### src/rtl/cut_bist_tester.sv
// cut_bist_tester: LFSR pattern source and MISR response compactor for a combinational CUT,
// with a run length counter and a golden-signature compare.
module cut_bist_tester #(
   parameter int          IN_W      = 32,
   parameter int          OUT_W     = 7,
   parameter int          PATTERNS  = 1024,
   parameter logic [31:0] SEED      = 32'h0000_0001,
   parameter logic [31:0] LFSR_POLY = 32'h8020_0003,
   parameter logic [15:0] GOLDEN    = 16'h0000,
   localparam int         CW        = $clog2(PATTERNS + 1)
) (
   input  logic             clk,
   input  logic             rst,
   input  logic             start,
   input  logic             abort,
   output logic [IN_W-1:0]  pi_vec,
   input  logic [OUT_W-1:0] po_vec,
   output logic             busy,
   output logic             done,
   output logic             pass,
   output logic [15:0]      signature,
   output logic [CW-1:0]    count
);
   typedef enum logic [1:0] {IDLE, RUN, DONE} state_t;
   localparam logic [31:0] SEED_EFF = (SEED == 32'd0) ? 32'd1 : SEED;
   state_t      state;
   logic [31:0] lfsr;
   logic [15:0] misr;
   logic [31:0] lfsr_nxt;
   logic [15:0] misr_nxt;
   assign lfsr_nxt  = {1'b0, lfsr[31:1]} ^ (lfsr[0] ? LFSR_POLY : 32'd0);
   assign misr_nxt  = {misr[14:0], 1'b0} ^ (misr[15] ? 16'h1021 : 16'h0000) ^ 16'(po_vec);
   assign pi_vec    = lfsr[IN_W-1:0];
   assign signature = misr;
   assign pass      = misr == GOLDEN;
   always_ff @(posedge clk or posedge rst) begin
      if (rst) begin
         state <= IDLE;
         lfsr  <= SEED_EFF;
         misr  <= '0;
         count <= '0;
         busy  <= 1'b0;
         done  <= 1'b0;
      end else if (abort) begin
         state <= IDLE;
         busy  <= 1'b0;
         done  <= 1'b0;
      end else begin
         case (state)
            IDLE, DONE: if (start) begin
               state <= RUN;
               lfsr  <= SEED_EFF;
               misr  <= '0;
               count <= '0;
               busy  <= 1'b1;
               done  <= 1'b0;
            end
            RUN: begin
               lfsr  <= lfsr_nxt;
               misr  <= misr_nxt;
               count <= (count == CW'(PATTERNS)) ? count : count + CW'(1);
               // the vector absorbed this cycle is the last one
               if (count == CW'(PATTERNS - 1)) begin
                  state <= DONE;
                  busy  <= 1'b0;
                  done  <= 1'b1;
               end
            end
            default: begin
               state <= IDLE;
               busy  <= 1'b0;
               done  <= 1'b0;
            end
         endcase
      end
   end
endmodule
### config.mk
export PLATFORM = sky130hd
export DESIGN_NAME = cut_bist_tester
export DESIGN_NICKNAME = d
export VERILOG_FILES = /design/src/rtl/cut_bist_tester.sv
export SDC_FILE = /design/constraint.sdc
export NUM_CORES = 1
export LEC_CHECK = 0
export ABC_AREA = 0
export CORE_MARGIN = 1.5
export CORE_UTILIZATION = 37
export CTS_CLUSTER_DIAMETER = 40
export DETAILED_ROUTE_END_ITERATION = 16
export SETUP_SLACK_MARGIN = 0.05
export SLEW_MARGIN = 25
export SYNTH_ARGS = -nofsm -noshare
export SYNTH_HDL_FRONTEND = slang
export SYNTH_SLANG_ARGS = --single-unit
### constraint.sdc
create_clock -name clk -period 2.81 [get_ports clk]
set_clock_uncertainty 0.1 [all_clocks]
set_input_delay 0.562 -clock clk [delete_from_list [all_inputs] [get_ports clk]]
set_output_delay 0.562 -clock clk [all_outputs]
set_load 0.05 [all_outputs]
==> out/metrics.cfg, run 1 <==
[cts]
clockBufferDepth = 2
htree_levels = 3
clock_latency_ns = 0.33
post_cts_buffers = 0
cts.sinks = 62
clkTransAtPathRegs_ns = 0.07
cts_buffers = 9
cts_tree = yes
root_buffer = clkbuf_8

[grt]
grt_usage_pct = 17.5
grt_max_degree = 35
first_global_vias = 2014
overflow = 0
grt_antenna_before_repair = 0
grt_pass1_wl_um = 10400

[sta]
period_minus_slack_ns = 2.45
slew_headroom_pct = 63.7
setup_viol = 0
rsz0062_at_grt = no
final_hold_viol_count = 0
tightestPinTransition_ns = 0.542
fin_setup_tns_ns = 0
finalCritPeriodShare_pct = 87.0
timing.fmax_ghz = 0.409
maxSlewViolCount = 0

[layout]
layout_common_cells = 71 x clkdlybuf4s50_1, 61 x dfrtp_1, 37 x a22o_1
n_antenna_cell = 0
fillCellCount = 618
drive_above_1_share_pct = 9.42
final_area_mm2 = 0.00366
syn2layout_area_growth_pct = 37.7
multi_input_area_mm2 = 0.00101
regArea_mm2 = 0.00155
num-nets-final = 316
layout_commonest_cell = clkdlybuf4s50_1

[worst_setup_path]
end_kind = primary output
arrival_ns = 1.78
worstReg2RegStart = count[0]
critPathTopFamily = buffers and inverters
worstSetupPathType = flop to primary output
crit_required_ns = 2.15
startpoint_type = flop
cpMaxStageDelayCell = clkdlybuf4s50_1
crit_buf_inv = 1
critPathMaxFanout = 7
r2r_end = count[10]
rr_worst_depth = 5
r2r_slack_ns = 0.89
worstPathCellList = clkdlybuf4s50_1
cp_slowest_stage_delay_ns = 0.86

[routing]
ant_nets = 0
drcViolationCount = 0
routed_wl_um = 6230
num_vias = 2104
wire_per_inst_um = 15.4
via_per_inst = 5.21
firstDrtPassIters = 4
drt_iter0_markers = 110

[synth]
muxShareOfSynthArea_pct = 0
synthArstFlopShare_pct = 100
synth_enable_flop_cells = 0
synth_cell_type_count = 41
synth_seq_cells = 62
synth_fa_ha_area_share_pct = 0.942
syn_area_per_cell_um2 = 11.6
synth_ff_type = dfrtp_1
syn_inst = 229
syn-num-nets = 242
yosys.area_share.simple_pct = 11.3
synth_compound_area_share_pct = 21.9
ys_warn_count = 0
synth_seq_area_share_pct = 58.4
synth-xor-area-share_pct = 3.63
syn_area_mm2 = 0.00266
synth_top_family_by_area = compound AO/OA/AOI/OAI gates

[power]
p_per_area_mw_per_mm2 = 649
peakVddDrop_mv = 0.276
leakagePower_uw = 0.00156

[floorplanning]
initial_core_util_pct = 38.7
fp.dieH_um = 87.8
core_area_mm2 = 0.00687
num_rows = 30
die_x_um = 87.8
io_pins = 73
die_area_mm2 = 0.00770

[placed_design]
hpwl_um = 4220
placed_area_mm2 = 0.00348
io_buffers = 72
finalWeightedCongestion = 0.824

[min_path]
hold_depth = 1
hp-start = pi_vec[14]
hold_end = pi_vec[13]
hp-class = flop to flop

[run]
maxCapViolCount = 0

[status]
status = finished, final reports clean

## power breakdown
part           internal [uW]  leakage, uW  switching, uW
combinational            222     0.000628            414
sequential               963     0.000847           81.5
clock                    344    0.0000857            350
total                   1530      0.00156            845
## Yosys cell counts (2+ instances only)
cell type  number  share of area (%)
a21oi_1         5               0.94
a22o_1         37                 12
nand2_1        15                2.1
o31ai_1         6                1.7
nand3_1         7                1.3
nor2b_1         2               0.47
ha_1            2               0.94
nand2b_1        3               0.71
and2_1          3               0.71
inv_1           8                1.1
nor4_1          6                1.4
nand4_1         3               0.71
clkbuf_1        5               0.71
buf_2          10                1.9
o21ai_0        16                3.0
dfrtp_1        61                 57
xnor2_1        10                3.3
nor2_1          6               0.85
and4_1          2               0.66
## layer usage
metal  GRT usage [%]  wire [um]
met5               0          0
met4            6.49         60
met3            3.49        295
met2            24.3       2720
met1            26.8       3160
## what timing repair did
action | in CTS | in global routing
setup endpoints to repair | 0 | 1
resized for setup | 0 | 1
hold buffers | 0 | 0
## logic make-up after synthesis
| family | count (synthesis) |
|---|---|
| AOI/OAI and AO/OA | 77 |
| DFF | 62 |
| and+or+nand+nor | 54 |
| buffers and inverters | 23 |
| xor gates and xnor gates | 11 |
| adders and majority gates | 2 |
## state kept, by name, indices dropped and copies added (netlist names)
register and count:
state 2, done 1, count 11, pi_vec 32, signature 16
## stage by stage
step / utilization [%] / setup slack (ns) / cells / total power (uW) / hold slack (ns)
finish: 53.3 / 0.365 / 404 / 2380 / 0.419
global route: 53.3 / 0.306 / 404 / 2500 / 0.448
CTS: 53.2 / 0.0739 / 404 / 2400 / 0.423
detailed placement: 50.7 / 0.425 / 388 / 1700 / 0.405
global placement: 50.7 / 0.400 / 388 / 1700 / 0.393
floorplan: - / 0.608 / 229 / 1480 / 0.477
## worst max-delay path by stage
stage,endpoint,cells after the start,slack [ns],startpoint
3_3_place_gp,pass,3,0.40,signature[2]
5_1_grt,pi_vec[0],1,0.31,pi_vec[0]
4_1_cts,pass,3,0.07,signature[7]
6_report,pi_vec[0],1,0.36,pi_vec[0]
3_5_place_dp,pass,3,0.43,signature[7]
2_1_floorplan,count[0],1,0.61,rst
## area by class of cell
| class | instances | share of cell area (%) |
|---|---|---|
| multi-input cells | 144 | 27.7 |
| flip-flops and latches | 62 | 42.4 |
| clock inverters | 5 | 0.923 |
| well taps | 96 | 3.28 |
| inverters | 8 | 0.821 |
| repair buffers | 78 | 21.0 |
| clock buffers | 11 | 3.86 |
Power figures use the tool's default switching activity.
==> run 2, diff against run 1 <==
--- a/config.mk
+++ b/config.mk
@@ -11,7 +11,7 @@
 export CTS_CLUSTER_DIAMETER = 40
 export DETAILED_ROUTE_END_ITERATION = 16
 export SETUP_SLACK_MARGIN = 0.05
-export SLEW_MARGIN = 25
+export SLEW_MARGIN = 20
 export SYNTH_ARGS = -nofsm -noshare
 export SYNTH_HDL_FRONTEND = slang
 export SYNTH_SLANG_ARGS = --single-unit
==> results of run 2 <==
Final layout, timing and power as in run 1 (identical DEF).
==> run 3, diff against run 2 <==
--- a/config.mk
+++ b/config.mk
@@ -6,7 +6,6 @@
 export NUM_CORES = 1
 export LEC_CHECK = 0
 export ABC_AREA = 0
-export CORE_MARGIN = 1.5
 export CORE_UTILIZATION = 37
 export CTS_CLUSTER_DIAMETER = 40
 export DETAILED_ROUTE_END_ITERATION = 16
==> run 3 against run 2 <==
Compared with the run above: hold slack got worse by 0.0017 ns; non-clock buffer count did not move; worst setup slack lost 0.021 ns; via count down 1.0%; clock power is 24% higher; cell area increased by 1.5%; maximum frequency down 0.83%; critical path depth is 2 higher; flip-flop and latch count unchanged; largest cell class unchanged; largest power group unchanged.
==> out/metrics.cfg, run 3 (same netlist as run 1, synthesis figures left out) <==
[status]
status = finished, final reports clean  ; unchanged

[grt]
grt_antenna_before_repair = 0  ; unchanged
overflow = 0  ; unchanged
grt_usage_pct = 18.2  ; was 17.5%
grt_pass1_wl_um = 10400  ; about the same
grt_max_degree = 40  ; was 35
first_global_vias = 2015  ; was 2014

[routing]
wire_per_inst_um = 15.5  ; was 15.4 um
via_per_inst = 5.15  ; was 5.21
num_vias = 2082  ; was 2104
met2_length_um = 2740  ; was 2720 um
drt_iter0_markers = 77  ; was 110
routed_wl_um = 6280  ; was 6230 um
firstDrtPassIters = 4  ; unchanged
wl_met3_um = 287  ; was 295 um
drcViolationCount = 0  ; unchanged
drt-met1-wl_um = 3190  ; was 3160 um
ant_nets = 0  ; unchanged
highest_layer = met4  ; unchanged

[worst_setup_path]
critPathMaxFanout = 4  ; was 7
r2r_slack_ns = 0.91  ; was 0.89 ns
critPathTopFamily = simple AND/OR/NAND/NOR gates  ; was buffers and inverters
cpMaxStageDelayCell = dlygate4sd2_1  ; was clkdlybuf4s50_1
crit_required_ns = 2.15  ; about the same
worstReg2RegStart = count[1]  ; was count[0]
crit_buf_inv = 1  ; unchanged
critPathLaunch = signature[2]  ; was pi_vec[0]
end_kind = primary output  ; unchanged
arrival_ns = 1.80  ; was 1.78 ns
startpoint_type = flop  ; unchanged
worstSetupPathType = flop to primary output  ; unchanged
rr_worst_depth = 5  ; unchanged
worstPathCellList = nor4_1 > and4_1 > dlygate4sd2_1  ; was clkdlybuf4s50_1
r2r_end = count[10]  ; unchanged
cp_slowest_stage_delay_ns = 0.53  ; was 0.86 ns

[cts]
cts_tree = yes  ; unchanged
clock_latency_ns = 0.33  ; about the same
cts.sinks = 62  ; unchanged
hold_buffers = 0  ; unchanged
root_buffer = clkbuf_8  ; unchanged
cts_resized = 1  ; was 0
htree_levels = 3  ; unchanged
clkTransAtPathRegs_ns = 0.07  ; about the same
clockBufferDepth = 2  ; unchanged
post_cts_buffers = 0  ; unchanged
cts_buffers = 9  ; unchanged

[sta]
holdWs_ns = 0.417  ; was 0.419 ns
rsz0062_at_grt = no  ; unchanged
period_minus_slack_ns = 2.47  ; was 2.45 ns
fin_setup_tns_ns = 0  ; unchanged
tightestPinTransition_ns = 0.531  ; was 0.542 ns
finalCritPeriodShare_pct = 87.8  ; was 87.0%
setup_viol = 0  ; unchanged
final_hold_viol_count = 0  ; unchanged
timing.fmax_ghz = 0.406  ; was 0.409 GHz
slew_headroom_pct = 64.5  ; was 63.7%
maxSlewViolCount = 0  ; unchanged

[min_path]
hp-class = flop to flop  ; unchanged
hold_end = pi_vec[1]  ; was pi_vec[13]
hp-start = pi_vec[1]  ; was pi_vec[14]
hold_depth = 2  ; was 1

[power]
p_per_area_mw_per_mm2 = 685  ; was 649 mW/mm^2
power.total_uw = 2550  ; was 2380 uW
peakVddDrop_mv = 0.391  ; was 0.276 mV
leakagePower_uw = 0.00157  ; was 0.00156 uW

[floorplanning]
die_x_um = 86.8  ; was 87.8 um
fp.dieH_um = 86.8  ; was 87.8 um
core_area_mm2 = 0.00687  ; unchanged
num_rows = 30  ; unchanged
initial_core_util_pct = 38.7  ; unchanged
io_pins = 73  ; unchanged
die_area_mm2 = 0.00753  ; was 0.00770 mm^2

[layout]
num-nets-final = 316  ; unchanged
syn2layout_area_growth_pct = 39.7  ; was 37.7%
n_antenna_cell = 0  ; unchanged
drive_above_1_share_pct = 9.74  ; was 9.42%
stdcell_count = 404  ; unchanged
layout_commonest_cell = clkdlybuf4s50_1  ; unchanged
largest_reg_flops = 32  ; unchanged
layout_common_cells = 71 x clkdlybuf4s50_1, 61 x dfrtp_1, 37 x a22o_1  ; unchanged

[placed_design]
finalWeightedCongestion = 0.837  ; was 0.824
placed_cells = 388  ; unchanged
io_buffers = 72  ; unchanged
hpwl_um = 4190  ; was 4220 um

[run]
maxCapViolCount = 0  ; unchanged

[run 3: worst max path at each step]
stage	endpoint	slack [ns]	cells past startpoint
finish	pass	0.34	3
CTS	pass	0.31	3
global placement	pass	0.39	3
detailed placement	pass	0.40	3
floorplan	count[0]	0.61	1
global route	pass	0.22	3
[run 3: where the power goes]
group	total, uW	internal, uW	switching [uW]
logic	636	222	415
registers	1040	963	82.1
clock network	864	502	362
[run 3: stage by stage]
stage                     cell area, um^2  utilization [%]  setup WS (ns)
after floorplan                      2660                -          0.608
after global placement               3490             50.9          0.391
after detailed placement             3490             50.9          0.402
after CTS                            3710             54.1          0.307
after global routing                 3710             54.1          0.217
final                                3710             54.1          0.344
[run 3: layout make-up]
class	count	area, um^2
timing repair buffer	78	777
clock inverter	7	97.6
tap	96	120
multi-input combinational	144	1010
inverter	8	30.0
clock buffer	9	124
sequential	62	1550
fill	624	3160
[run 3: worst register-to-register path: stages (launching register included)]
cell,delay [ns]
dfrtp_1,0.42
ha_1,0.26
nand3_2,0.11
or4_4,0.53
or3_1,0.34
o211ai_2,0.08
[run 3: layer usage]
| layer | global-route usage, % | vias to the layer above |
|---|---|---|
| met3 | 6.00 | 6 |
| li1 | - | 1000 |
| met1 | 26.7 | 1017 |
| met4 | 4.85 | 0 |
| met5 | 0 | - |
| met2 | 25.8 | 59 |
==> patch, RTL diff (config.mk and constraints of run 1) <==
Register the inputs `start`, `abort` and `po_vec` before use, cleared by the reset. The logic sees them one clock later.
--- a/src/rtl/cut_bist_tester.sv
+++ b/src/rtl/cut_bist_tester.sv
@@ -23,13 +23,30 @@
 );
    typedef enum logic [1:0] {IDLE, RUN, DONE} state_t;
    localparam logic [31:0] SEED_EFF = (SEED == 32'd0) ? 32'd1 : SEED;
+
+   logic start_q;
+   logic abort_q;
+   logic [OUT_W-1:0] po_vec_q;
+
+   always_ff @(posedge clk or posedge rst) begin
+      if (rst) begin
+         start_q  <= '0;
+         abort_q  <= '0;
+         po_vec_q <= '0;
+      end else begin
+         start_q  <= start;
+         abort_q  <= abort;
+         po_vec_q <= po_vec;
+      end
+   end
+
    state_t      state;
    logic [31:0] lfsr;
    logic [15:0] misr;
    logic [31:0] lfsr_nxt;
    logic [15:0] misr_nxt;
    assign lfsr_nxt  = {1'b0, lfsr[31:1]} ^ (lfsr[0] ? LFSR_POLY : 32'd0);
-   assign misr_nxt  = {misr[14:0], 1'b0} ^ (misr[15] ? 16'h1021 : 16'h0000) ^ 16'(po_vec);
+   assign misr_nxt  = {misr[14:0], 1'b0} ^ (misr[15] ? 16'h1021 : 16'h0000) ^ 16'(po_vec_q);
    assign pi_vec    = lfsr[IN_W-1:0];
    assign signature = misr;
    assign pass      = misr == GOLDEN;
@@ -41,13 +58,13 @@
          count <= '0;
          busy  <= 1'b0;
          done  <= 1'b0;
-      end else if (abort) begin
+      end else if (abort_q) begin
          state <= IDLE;
          busy  <= 1'b0;
          done  <= 1'b0;
       end else begin
          case (state)
-            IDLE, DONE: if (start) begin
+            IDLE, DONE: if (start_q) begin
                state <= RUN;
                lfsr  <= SEED_EFF;
                misr  <= '0;
Behaviour: not the same (a bounded check fails within 4 cycles, from zero or initial values and one cycle with rst high).
==> patch against run 1 <==
Final cell count up 3.2%. Count of clock-buffer cells in the layout down 1. Cell area up 7.8%. Power up 21%. Routed wire length up 10%. Sequential cell count up 9. Highest routed layer unchanged. Worst setup slack worse by 0.10 ns. Synthesized area up 8.9%. Synthesized cell count up 3.5%.
==> patch: results (changes against run 1) <==
The logs give 0.255 (-0.0127) for the global-route track usage on met1 and 1.75 nW (+12%) for the leakage power. The startpoint of the most critical setup path was signature[0]. The average wire per standard cell was 16.4 um (+6.5%).

The global-route met2 utilization is 0.261 (+0.0183). The tools report the number of warnings printed during yosys synthesis as 0 (unchanged). The number of fillers in the final layout was 722 (+17%).

The insertion delay of the later-clocked pin in the worst-skew pair is 0.35 ns (+0.02 ns). The via count of the first global-routing pass was 2226 (+11%). For the count of nets after finishing, the log shows 323 (+2.2%). The logs give 3750 sq um (+7.7%) for the placed cell area and 250 (+3.3%) for the post-synthesis net count. The normalized max-slew margin was 0.576 (-0.0616); the pin count of the biggest net entering global routing was 72 (+110%). The fraction of final layout cells sized beyond drive strength 1 was 0.0857 (-0.00844). The run gives 0.68 ns (-0.21 ns) as the register-to-register path setup slack. The synthesized area per cell was 12.2 sq um (+5.3%); the part of the cycle the worst path needs was 0.907 (+0.0368).

The number of iterations in the first detailed-routing pass is 6 (+2), and the number of cells upsized or downsized after cts is 1 (+1). Via density per instance: 5.29 (+1.6%). Startpoint of the worst register-to-register path: count[9]. The critical path ends at pass. The largest driver fanout on the critical path works out to 4 (-3).

The post-placement setup slack is 0.338 ns (-0.0872 ns), and the global-route usage over all layers is 0.179 (+0.00419). The placed cell count is 401 (+3.4%), and the final HPWL from detailed placement is 4460 um (+5.7%). The total wirelength of the detailed-routed design is 6860 um (+10%). Length in cells of the worst reg-to-reg path: 4 (-1).

The tools report the global placer's final weighted congestion as 0.807 (-2.1%). The met3 usage in global routing is 0.0436 (+0.00868). In the synthesized netlist, the cells that appear most often are dfrtp_1 (70), a22o_1 (43), clkbuf_1 (16). Sorting the synthesized cells by area gives the leading types as dfrtp_1 (61%), a22o_1 (13%), clkbuf_1 (2.1%). The run gives 11500 um (+11%) as the first-pass GRT wire length. The worst IR drop on VDD was 0.000516 V (+87%); the delay of the slowest critical-path stage was 0.53 ns (-0.33 ns).

The number of violations reported at the end of detailed-routing iteration 0 was 67 (-39%); the area of the multi-input gates was 1050 sq um (+3.7%). The flow ran to the end, and the final reports show no timing, DRC or antenna violations. The run gives 37 (-9.8%) as the distinct cell type count of the synthesized netlist. The worst register-to-register path ends at count[2]. The portion of the post-synthesis area used by sequential elements was 0.614 (+0.0298).
patch: cell types whose count changed after synthesis, moves of 6 or more:
cell / delta
o21ai_0: -10
dfrtp_1: +9
buf_2: -10
a22o_1: +6
clkbuf_1: +11
patch: worst max-delay path: cells and delay by family (launching register included):
family | cells | cell delay [ns]
flops | 1 | 0.42
buf+inv | 1 | 0.53
simple gates | 2 | 0.59
patch: metal layers:
layer / share of wire / wire (um)
met5: 0 / 0
met4: 0.013 / 86
met3: 0.044 / 303
met2: 0.46 / 3190
met1: 0.48 / 3280
patch: how the worst min path moves through the flow:
| stage | from | slack [ns] | endpoint | depth (start not counted) |
|---|---|---|---|---|
| finish | pi_vec[21] | 0.42 | pi_vec[21] | 2 |
| global route | pi_vec[26] | 0.45 | pi_vec[26] | 1 |
| CTS | pi_vec[21] | 0.43 | pi_vec[21] | 2 |
| detailed placement | pi_vec[14] | 0.41 | pi_vec[14] | 1 |
| global placement | pi_vec[21] | 0.40 | pi_vec[21] | 2 |
| floorplan | po_vec_q[6] | 0.42 | signature[6] | 2 |
patch: cells by family after synthesis:
family	Yosys count	synth area share
compound gates	76	0.206
xor+xnor	11	0.0333
fa+ha+maj	2	0.00864
buf+inv	20	0.0259
flops	71	0.614
mux	1	0.00346
simple gates	56	0.109
patch: cell type report:
class	count	area share
Timing Repair Buffer	78	0.197
Clock buffer	10	0.0324
Clock inverter	6	0.0174
Tap cell	102	0.0324
Inverter	4	0.00381
Multi-Input combinational cell	146	0.266
Sequential cell	71	0.451
patch: where the power goes:
group          leakage, nW  internal, W  switching [W]  total, W
combinational        0.705     0.000293       0.000529  0.000822
sequential           0.949      0.00112       0.000119   0.00124
clock               0.0968     0.000415       0.000393  0.000808
total                 1.75      0.00183        0.00104   0.00287
